**config.mk**
```make
export PLATFORM = sky130hd
export DESIGN_NAME = sd_sector_responder_flat
export DESIGN_NICKNAME = d
export VERILOG_FILES = /design/src/rtl/sd_sector_responder_if.sv /design/src/rtl/sd_sector_responder.sv /design/src/flat_wrapper.sv
export SDC_FILE = /design/constraint.sdc
export NUM_CORES = 1
export LEC_CHECK = 0
export BUFFER_PORTS_ARGS = -buffer_cell sky130_fd_sc_hd__buf_2
export CAP_MARGIN = 20
export CORE_AREA = 2 2 81 83
export CTS_CLUSTER_SIZE = 28
export DETAILED_ROUTE_END_ITERATION = 8
export DIE_AREA = 0 0 83 85
export PLACE_DENSITY_LB_ADDON = 0.3
export SLEW_MARGIN = 20
export SYNTH_ARGS = -nofsm -noshare
export SYNTH_HDL_FRONTEND = slang
export SYNTH_SLANG_ARGS = --single-unit
export TNS_END_PERCENT = 10
```
**constraint.sdc**
```tcl
create_clock -name MCLK -period 2.2 [get_ports MCLK]
set_clock_uncertainty 0.15 [all_clocks]
set_input_delay 0.22 -clock MCLK [delete_from_list [all_inputs] [get_ports MCLK]]
set_output_delay 0.22 -clock MCLK [all_outputs]
set_load 0.005 [all_outputs]
```
**src/rtl/sd_sector_responder_if.sv**
```systemverilog
// sd_sector_responder_if: sector handshake (core side) and toggle req/ack backing-store port
interface sd_sector_responder_if #(parameter int ST_AW = 15);
  logic [31:0]      sd_lba;
  logic             sd_rd;
  logic             sd_wr;
  logic             sd_ack;
  logic [7:0]       sd_buff_addr;
  logic [15:0]      sd_buff_dout;
  logic [15:0]      sd_buff_din;
  logic             sd_buff_wr;
  logic [ST_AW-1:0] st_addr;
  logic [15:0]      st_dout;
  logic [15:0]      st_din;
  logic             st_we;
  logic             st_req;
  logic             st_ack;
  logic             err;
  modport slave (
    input  sd_lba, sd_rd, sd_wr, sd_buff_din, st_din, st_ack,
    output sd_ack, sd_buff_addr, sd_buff_dout, sd_buff_wr, st_addr, st_dout, st_we, st_req, err
  );
  modport master (
    output sd_lba, sd_rd, sd_wr, sd_buff_din, st_din, st_ack,
    input  sd_ack, sd_buff_addr, sd_buff_dout, sd_buff_wr, st_addr, st_dout, st_we, st_req, err
  );
endinterface

```
**src/rtl/sd_sector_responder.sv**
```systemverilog
// sd_sector_responder: serves one 256-word sector per request from a toggle req/ack store
// Define SD_RESP_TIMEOUT_EN to add a store-ack watchdog that aborts stalled words and sets err.
module sd_sector_responder #(
  parameter int          SECTORS = 128,
  parameter int          ST_AW   = 15,
  parameter logic [15:0] FILL    = 16'hFFFF,
  parameter int          TIMEOUT = 4095
) (
  input  logic               MCLK,
  input  logic               RESET_N,
  sd_sector_responder_if.slave bus
);
  typedef enum logic [2:0] {
    S_IDLE, S_RD_REQ, S_RD_WAIT, S_RD_PUT, S_WR_ADDR, S_WR_CAP, S_WR_WAIT, S_DONE
  } state_t;
  if (ST_AW < $clog2(SECTORS) + 8 || TIMEOUT < 1 || TIMEOUT > 4095) begin : g_bad_cfg
    $error("sd_sector_responder: ST_AW too narrow or TIMEOUT outside 1..4095");
  end
  state_t           r_state, w_next;
  logic [ST_AW-9:0] r_lba;
  logic [7:0]       r_idx;
  logic             r_ok, r_req, r_we;
  logic [15:0]      r_dout, r_st_dout;
  logic [ST_AW-1:0] r_st_addr;
  logic             w_acked, w_to, w_last, w_start;
  assign w_acked = bus.st_ack == r_req;
  assign w_last  = r_idx == 8'hFF;
  assign w_start = bus.sd_rd | bus.sd_wr;
`ifdef SD_RESP_TIMEOUT_EN
  logic [11:0] r_cnt;
  logic        r_err, w_wait;
  assign w_wait = (r_state == S_RD_WAIT || r_state == S_WR_WAIT) && !w_acked;
  assign w_to   = w_wait && r_cnt == 12'(TIMEOUT);
  always_ff @(posedge MCLK)
    if (!RESET_N) begin
      r_cnt <= '0;
      r_err <= 1'b0;
    end else begin
      r_cnt <= (w_wait && !w_to) ? r_cnt + 12'd1 : '0;
      r_err <= r_err | w_to;
    end
  assign bus.err = r_err;
`else
  assign w_to    = 1'b0;
  assign bus.err = 1'b0;
`endif
  always_ff @(posedge MCLK)
    if (!RESET_N) r_state <= S_IDLE;
    else          r_state <= w_next;
  always_comb begin
    w_next = r_state;
    case (r_state)
      S_IDLE:    w_next = !w_start ? S_IDLE : bus.sd_rd ? S_RD_REQ : S_WR_ADDR;
      S_RD_REQ:  w_next = r_ok ? S_RD_WAIT : S_RD_PUT;
      S_RD_WAIT: w_next = (w_acked || w_to) ? S_RD_PUT : S_RD_WAIT;
      S_RD_PUT:  w_next = w_last ? S_DONE : S_RD_REQ;
      S_WR_ADDR: w_next = S_WR_CAP;
      S_WR_CAP:  w_next = S_WR_WAIT;
      S_WR_WAIT: w_next = !(w_acked || w_to) ? S_WR_WAIT : w_last ? S_DONE : S_WR_ADDR;
      default:   w_next = S_IDLE;
    endcase
  end
  // An aborted word resyncs st_req to st_ack so the next toggle starts a clean access.
  always_ff @(posedge MCLK)
    if (!RESET_N) begin
      r_lba     <= '0;
      r_idx     <= '0;
      r_ok      <= 1'b0;
      r_req     <= 1'b0;
      r_we      <= 1'b0;
      r_dout    <= '0;
      r_st_dout <= '0;
      r_st_addr <= '0;
    end else begin
      case (r_state)
        S_IDLE: if (w_start) begin
          r_lba <= bus.sd_lba[ST_AW-9:0];
          r_idx <= '0;
          r_ok  <= bus.sd_lba < 32'(SECTORS);
        end
        S_RD_REQ: if (r_ok) begin
          r_st_addr <= {r_lba, r_idx};
          r_we      <= 1'b0;
          r_req     <= ~r_req;
        end else r_dout <= FILL;
        S_RD_WAIT: if (w_acked) r_dout <= bus.st_din;
          else if (w_to) begin
            r_dout <= FILL;
            r_req  <= bus.st_ack;
          end
        S_RD_PUT: if (!w_last) r_idx <= r_idx + 8'd1;
        S_WR_CAP: if (r_ok) begin
          r_st_addr <= {r_lba, r_idx};
          r_st_dout <= bus.sd_buff_din;
          r_we      <= 1'b1;
          r_req     <= ~r_req;
        end
        S_WR_WAIT: begin
          if ((w_acked || w_to) && !w_last) r_idx <= r_idx + 8'd1;
          if (w_to) r_req <= bus.st_ack;
        end
        default: ;
      endcase
    end
  assign bus.sd_ack       = r_state != S_IDLE && r_state != S_DONE;
  assign bus.sd_buff_wr   = r_state == S_RD_PUT;
  assign bus.sd_buff_addr = r_idx;
  assign bus.sd_buff_dout = r_dout;
  assign bus.st_addr      = r_st_addr;
  assign bus.st_dout      = r_st_dout;
  assign bus.st_we        = r_we;
  assign bus.st_req       = r_req;
endmodule

```
**src/flat_wrapper.sv**
```systemverilog
// flat-port wrapper written by rule: the top's interface ports become plain ports
module sd_sector_responder_flat 
#(
  parameter int          SECTORS = 128,
  parameter int          ST_AW   = 15,
  parameter logic [15:0] FILL    = 16'hFFFF,
  parameter int          TIMEOUT = 4095
)
  (MCLK, RESET_N, bus_sd_lba, bus_sd_rd, bus_sd_wr, bus_sd_buff_din, bus_st_din, bus_st_ack, bus_sd_ack, bus_sd_buff_addr, bus_sd_buff_dout, bus_sd_buff_wr, bus_st_addr, bus_st_dout, bus_st_we, bus_st_req, bus_err);
  sd_sector_responder_if #(.ST_AW(ST_AW)) bus_i ();
  input  logic MCLK;
  input  logic RESET_N;
  input wire logic [$bits(bus_i.sd_lba)-1:0] bus_sd_lba;
  input wire logic [$bits(bus_i.sd_rd)-1:0] bus_sd_rd;
  input wire logic [$bits(bus_i.sd_wr)-1:0] bus_sd_wr;
  input wire logic [$bits(bus_i.sd_buff_din)-1:0] bus_sd_buff_din;
  input wire logic [$bits(bus_i.st_din)-1:0] bus_st_din;
  input wire logic [$bits(bus_i.st_ack)-1:0] bus_st_ack;
  output wire logic [$bits(bus_i.sd_ack)-1:0] bus_sd_ack;
  output wire logic [$bits(bus_i.sd_buff_addr)-1:0] bus_sd_buff_addr;
  output wire logic [$bits(bus_i.sd_buff_dout)-1:0] bus_sd_buff_dout;
  output wire logic [$bits(bus_i.sd_buff_wr)-1:0] bus_sd_buff_wr;
  output wire logic [$bits(bus_i.st_addr)-1:0] bus_st_addr;
  output wire logic [$bits(bus_i.st_dout)-1:0] bus_st_dout;
  output wire logic [$bits(bus_i.st_we)-1:0] bus_st_we;
  output wire logic [$bits(bus_i.st_req)-1:0] bus_st_req;
  output wire logic [$bits(bus_i.err)-1:0] bus_err;
  assign bus_i.sd_lba = bus_sd_lba;
  assign bus_i.sd_rd = bus_sd_rd;
  assign bus_i.sd_wr = bus_sd_wr;
  assign bus_i.sd_buff_din = bus_sd_buff_din;
  assign bus_i.st_din = bus_st_din;
  assign bus_i.st_ack = bus_st_ack;
  assign bus_sd_ack = bus_i.sd_ack;
  assign bus_sd_buff_addr = bus_i.sd_buff_addr;
  assign bus_sd_buff_dout = bus_i.sd_buff_dout;
  assign bus_sd_buff_wr = bus_i.sd_buff_wr;
  assign bus_st_addr = bus_i.st_addr;
  assign bus_st_dout = bus_i.st_dout;
  assign bus_st_we = bus_i.st_we;
  assign bus_st_req = bus_i.st_req;
  assign bus_err = bus_i.err;
  sd_sector_responder #(.SECTORS(SECTORS), .ST_AW(ST_AW), .FILL(FILL), .TIMEOUT(TIMEOUT)) u_core (.MCLK(MCLK), .RESET_N(RESET_N), .bus(bus_i));
endmodule
```
### Word level (Yosys, flattened, before mapping)

Cells that the tools add are included.
Widths: inputs -> output; s select.

| operators by class | value |
|---|---|
| add/subtract/negate cells | 1 |
| $lt $le $gt $ge | 1 |
| equality and inequality tests | 16 |
| multiplexer cells | 18 |
| bitwise logic cells | 2 |
| reductions and logical operators | 15 |

Operators with widths:

| operator | count |
|---|---|
| $lt 32x8->1 const B | 1 |
| $mux 16 | 2 |
| $pmux 16 s2 | 1 |
| $mux 8 | 3 |
| $pmux 8 s3 | 1 |
| $pmux 3 s7 | 1 |
| $mux 3 | 4 |
| $ne 2x1->1 const B | 5 |
| $eq 3x3->1 const B | 3 |
| $add 8x1->8 const B | 1 |
| $eq 8x8->1 const B | 1 |
| $eq 3x2->1 const B | 2 |
| $reduce_and 2->1 | 3 |
| $reduce_and 3->1 | 2 |
| $reduce_bool 3->1 | 2 |
| $mux 1 | 4 |
| $ne 2x2->1 const B | 2 |
| $reduce_and 4->1 | 1 |
| $reduce_bool 2->1 | 2 |
| $eq 3x1->1 const B | 1 |
| $logic_not 3->1 | 1 |
| $ne 3x3->1 const B | 1 |
| $logic_and 1x1->1 | 2 |
| $mux 2 | 1 |
| other kinds (6) | 6 |

| storage, ports and cells | value |
|---|---|
| bits in registers | 68 |
| input bits | 69 |
| logic and storage cells | 62 |

### Longest topological paths before layout

| logic depth | value |
|---|---|
| depth in word-level cells | 5 |
| depth in mapped cells | 7 |
| gate-level depth less buffers | 6 |

### Worst setup path after synthesis

Ideal clock, no wire load.

| timing path | value |
|---|---|
| path kind | reg-to-reg |
| start point | register u_core.r_idx[0], in the netlist u_core.bus.sd_buff_addr[0] |
| end point | register u_core.r_idx[4], in the netlist u_core.bus.sd_buff_addr[4] |
| setup time | 0.059 ns |
| data arrival time | 1.598 ns |
| data required time | 1.991 ns |
| slack | 0.393 ns |
| stages on the path, launching flop included | 7 |
| buffers on the path | 0 |
| period minus slack after synthesis | 1.807 ns |
| path through | dfxtp_1 -> ha_1 -> and3_2 -> nand3_2 -> a311oi_4 -> o21bai_1 -> a22o_1 |

| between the ends | value |
|---|---|
| cells in the longest elaborated chain, start to end | 5 |
| elaborated cells on any way between the ends | 10 |

Ends and longest elaborated chain:

| element | RTL line | text |
|---|---|---|
| start, declared | sd_sector_responder.sv:21 | `logic [7:0] r_idx;` |
| start signal, assigned | sd_sector_responder.sv:91 | `S_RD_PUT: if (!w_last) r_idx <= r_idx + 8'd1;` |
| start signal, assigned | sd_sector_responder.sv:99 | `if ((w_acked \|\| w_to) && !w_last) r_idx <= r_idx + 8'd1;` |
| branches (longest 5 deep; another with $add 8x1->8) | - |  |

Parallel ways; which one is timed is not known. The select of a mux whose other input is x is not followed.
A chain may end at the register's enable or synchronous reset.

### Final worst setup path

Same ends and word-level chain as after synthesis.

==> flow_metrics.tcl <==
set metrics [dict create \
    nNetsFinal 542 \
    tritoncts "done" \
    regArea_um2 1360 \
    diodes 0 \
    finalSetupTns_ps 0 \
    pwr_density_cell_nw_per_um2 788 \
    slew_headroom_pct 49.5 \
    gp_congestion 0.886 \
    final_cell_mix "127 x buf_2, 83 x nand2_1, 68 x dfxtp_1, 44 x a21oi_1, 33 x dlygate4sd3_1" \
    clock_path_buffers 2 \
    start_util_pct 43.3 \
    dieArea_um2 7060 \
    async_flop_share_pct 0 \
    finalMaxSlewViolations 0 \
    crit_type "flop to flop" \
    area_growth_pct 45.7 \
    path_clk_slew_ps 70 \
    critPathRequiredTime_ps 2330 \
    yosysTopAreaCellShare_pct 50.7 \
    drive_gt1_share_pct 37.1 \
    netlist_instances 311 \
    worst_pin_slew_ps 752 \
    dp_hpwl_um 4960 \
    grt.total_usage_pct 20.9 \
    cts_setup_buffers 0 \
    fmax_ghz 0.489 \
    die-height_um 85 \
    synthFlopType "dfxtp_1" \
    irDropWorstVdd_v 0.000485 \
    multiInputGateArea_um2 1220 \
    pin_count 129 \
    synth_edf_count 0 \
    rows 29 \
    routed_wl_um 7530 \
    cts_buffers 9 \
    wl_per_cell_um 13.6 \
    r2r_end "u_core.bus.sd_buff_addr[4]" \
    syn_avg_cell_area_um2 8.64 \
    ant_nets 0 \
    drt-pass1-iter-count 4 \
    status "finished clean" \
    fillers 558 \
    dieWidth_um 83 \
    cp.arrival_ps 2170 \
    num_vias 2801 \
    hold_path.class "input port to flop" \
    grt_first_pass_wirelength_um 12000 \
    ys_types 44 \
    layout_commonest_cell "buf_2" \
    rsz0062_at_grt "no" \
    crit_fanout 8 \
    antenna_found_initial 0 \
    cp-start-kind "flop" \
    yosysSeqAreaShare_pct 50.7 \
    syn-cell-area_um2 2690 \
    ff2ff_path_depth 6 \
    yosysTopAreaCell "dfxtp_1" \
    drtIter0Drc 89 \
    cap_violations 0 \
    synth_nets 381 \
    io_buffers 127 \
    fin_ws_ps 156 \
    cts-root-buf "clkbuf_8" \
    yosys_warnings 0 \
    clkLatencyLatePin_ps 330 \
    yosys-top-cells-area "dfxtp_1 51%, nand2_1 12%, a21oi_1 8.2%" \
    rrSetupSlack_ps 160 \
    finalCoreUtilization_pct 63.1 \
    min_period_over_period_pct 92.9 \
    htree_levels 3 \
    critPathCaptureType "flop" \
    leakage_nw 1.74 \
    hold_viol 0 \
    setup_viol_count_final 0 \
    synth_seq_cells 68 \
    grt_pass1_vias 2643 \
    r2r_start "u_core.bus.sd_buff_addr[0]" \
    avgViaCountPerCell 5.06 \
    place_ws_ps 213 \
    period_minus_slack_ps 2040 \
    drc 0 \
    holdPathEnd "u_core.bus.sd_buff_dout[15]" \
    grt_max_degree 23 \
    instances_no_fill 554 \
    placed_cells 505 \
    cts_sinks 68 \
    grt_overflow 0 \
    hold_path.startpoint "bus_st_din[15]" \
    worst_hold_slack_ps 16.0 \
    coreArea_um2 6200 \
    hold_depth 2 \
]
[cells in the mapped netlist (2+ instances only)]
cell / count
nand2_1: 83
dfxtp_1: 68
a21oi_1: 44
o221a_2: 16
nor2_1: 11
buf_2: 10
o21ai_0: 8
clkbuf_1: 6
nor4_1: 5
inv_1: 4
nand3_1: 4
nor3_1: 4
a31oi_1: 3
and3_1: 3
nand4_1: 3
nor2b_1: 3
a211oi_1: 2
nand2b_1: 2
nand3_2: 2
nor2_2: 2
nor3b_1: 2
o21a_1: 2
o21ai_1: 2
o31ai_1: 2
[critical path, cell delays in order, from the launching register on]
cell      delay [ps]
dfxtp_1          440
ha_1             230
and3_2           240
nand3_2          190
a311oi_4         440
o21bai_1         170
a22o_1           130
[per-stage QoR]
stage | total power, mW | area, µm²
CTS | 3.10 | 3910
floorplan | 1.84 | 2690
finish | 3.08 | 3910
detailed placement | 2.10 | 3390
global placement | 2.08 | 3390
global route | 3.24 | 3910
[routing by layer]
layer	GRT usage (%)	wire length, µm
met1	23.3	3070
met2	38.3	3920
met3	5.93	397
met4	7.30	152
met5	0	0
[kinds of logic after synthesis]
kind of cell             Yosys count  share of synthesized area, %
AO/OA/AOI/OAI                     88                          22.6
XOR/XNOR                           2                         0.932
adder cells (fa/ha/maj)            2                         0.838
buffers and inverters             23                          3.82
flip-flops                        68                          50.7
other                              1                         0.140
AND/OR/NAND/NOR                  127                          21.0
[state kept, by name (all words and copies together), names as in the netlist]
name and flops:
u_core.bus.sd_buff_addr 8, u_core.bus.sd_buff_dout 16, u_core.bus.st_addr 15, u_core.bus.st_dout 16, u_core.bus.st_req 1, u_core.bus.st_we 1
u_core.r_lba 7, u_core.r_ok 1, u_core.r_state 3
[area by class of cell]
| type | count | area share, % |
|---|---|---|
| Clock buffer | 13 | 4.32 |
| Clock inverter | 3 | 0.512 |
| Inverter | 5 | 0.480 |
| Multi-Input combinational cell | 220 | 31.2 |
| Sequential cell | 68 | 34.8 |
| Tap cell | 77 | 2.46 |
| Timing Repair Buffer | 168 | 26.2 |
[what timing repair did]
| action | CTS | global route |
|---|---|---|
| hold buffers | 33 | 0 |
| resized for setup | 0 | 0 |
| hold endpoints to repair | 33 | 0 |
| setup endpoints to repair | 0 | 0 |
[power breakdown]
group / leakage (nW) / switching (mW) / internal (mW)
clock network: 0.0917 / 0.452 / 0.500
registers: 0.553 / 0.105 / 1.36
logic: 1.10 / 0.324 / 0.345
[worst max path at each step]
stage | cells after the start | endpoint | slack, ps | start
detailed placement | 6 | u_core.bus.sd_buff_addr[4] | 210 | u_core.bus.sd_buff_addr[0]
CTS | 6 | u_core.bus.sd_buff_addr[4] | 180 | u_core.bus.sd_buff_addr[0]
floorplan | 6 | u_core.bus.sd_buff_addr[4] | 390 | u_core.bus.sd_buff_addr[0]
global route | 6 | u_core.bus.sd_buff_addr[6] | 7 | u_core.bus.sd_buff_addr[0]
global placement | 6 | u_core.bus.sd_buff_addr[4] | 270 | u_core.bus.sd_buff_addr[0]
finish | 6 | u_core.bus.sd_buff_addr[4] | 160 | u_core.bus.sd_buff_addr[0]
No activity file was read; power rests on OpenSTA's default activity.
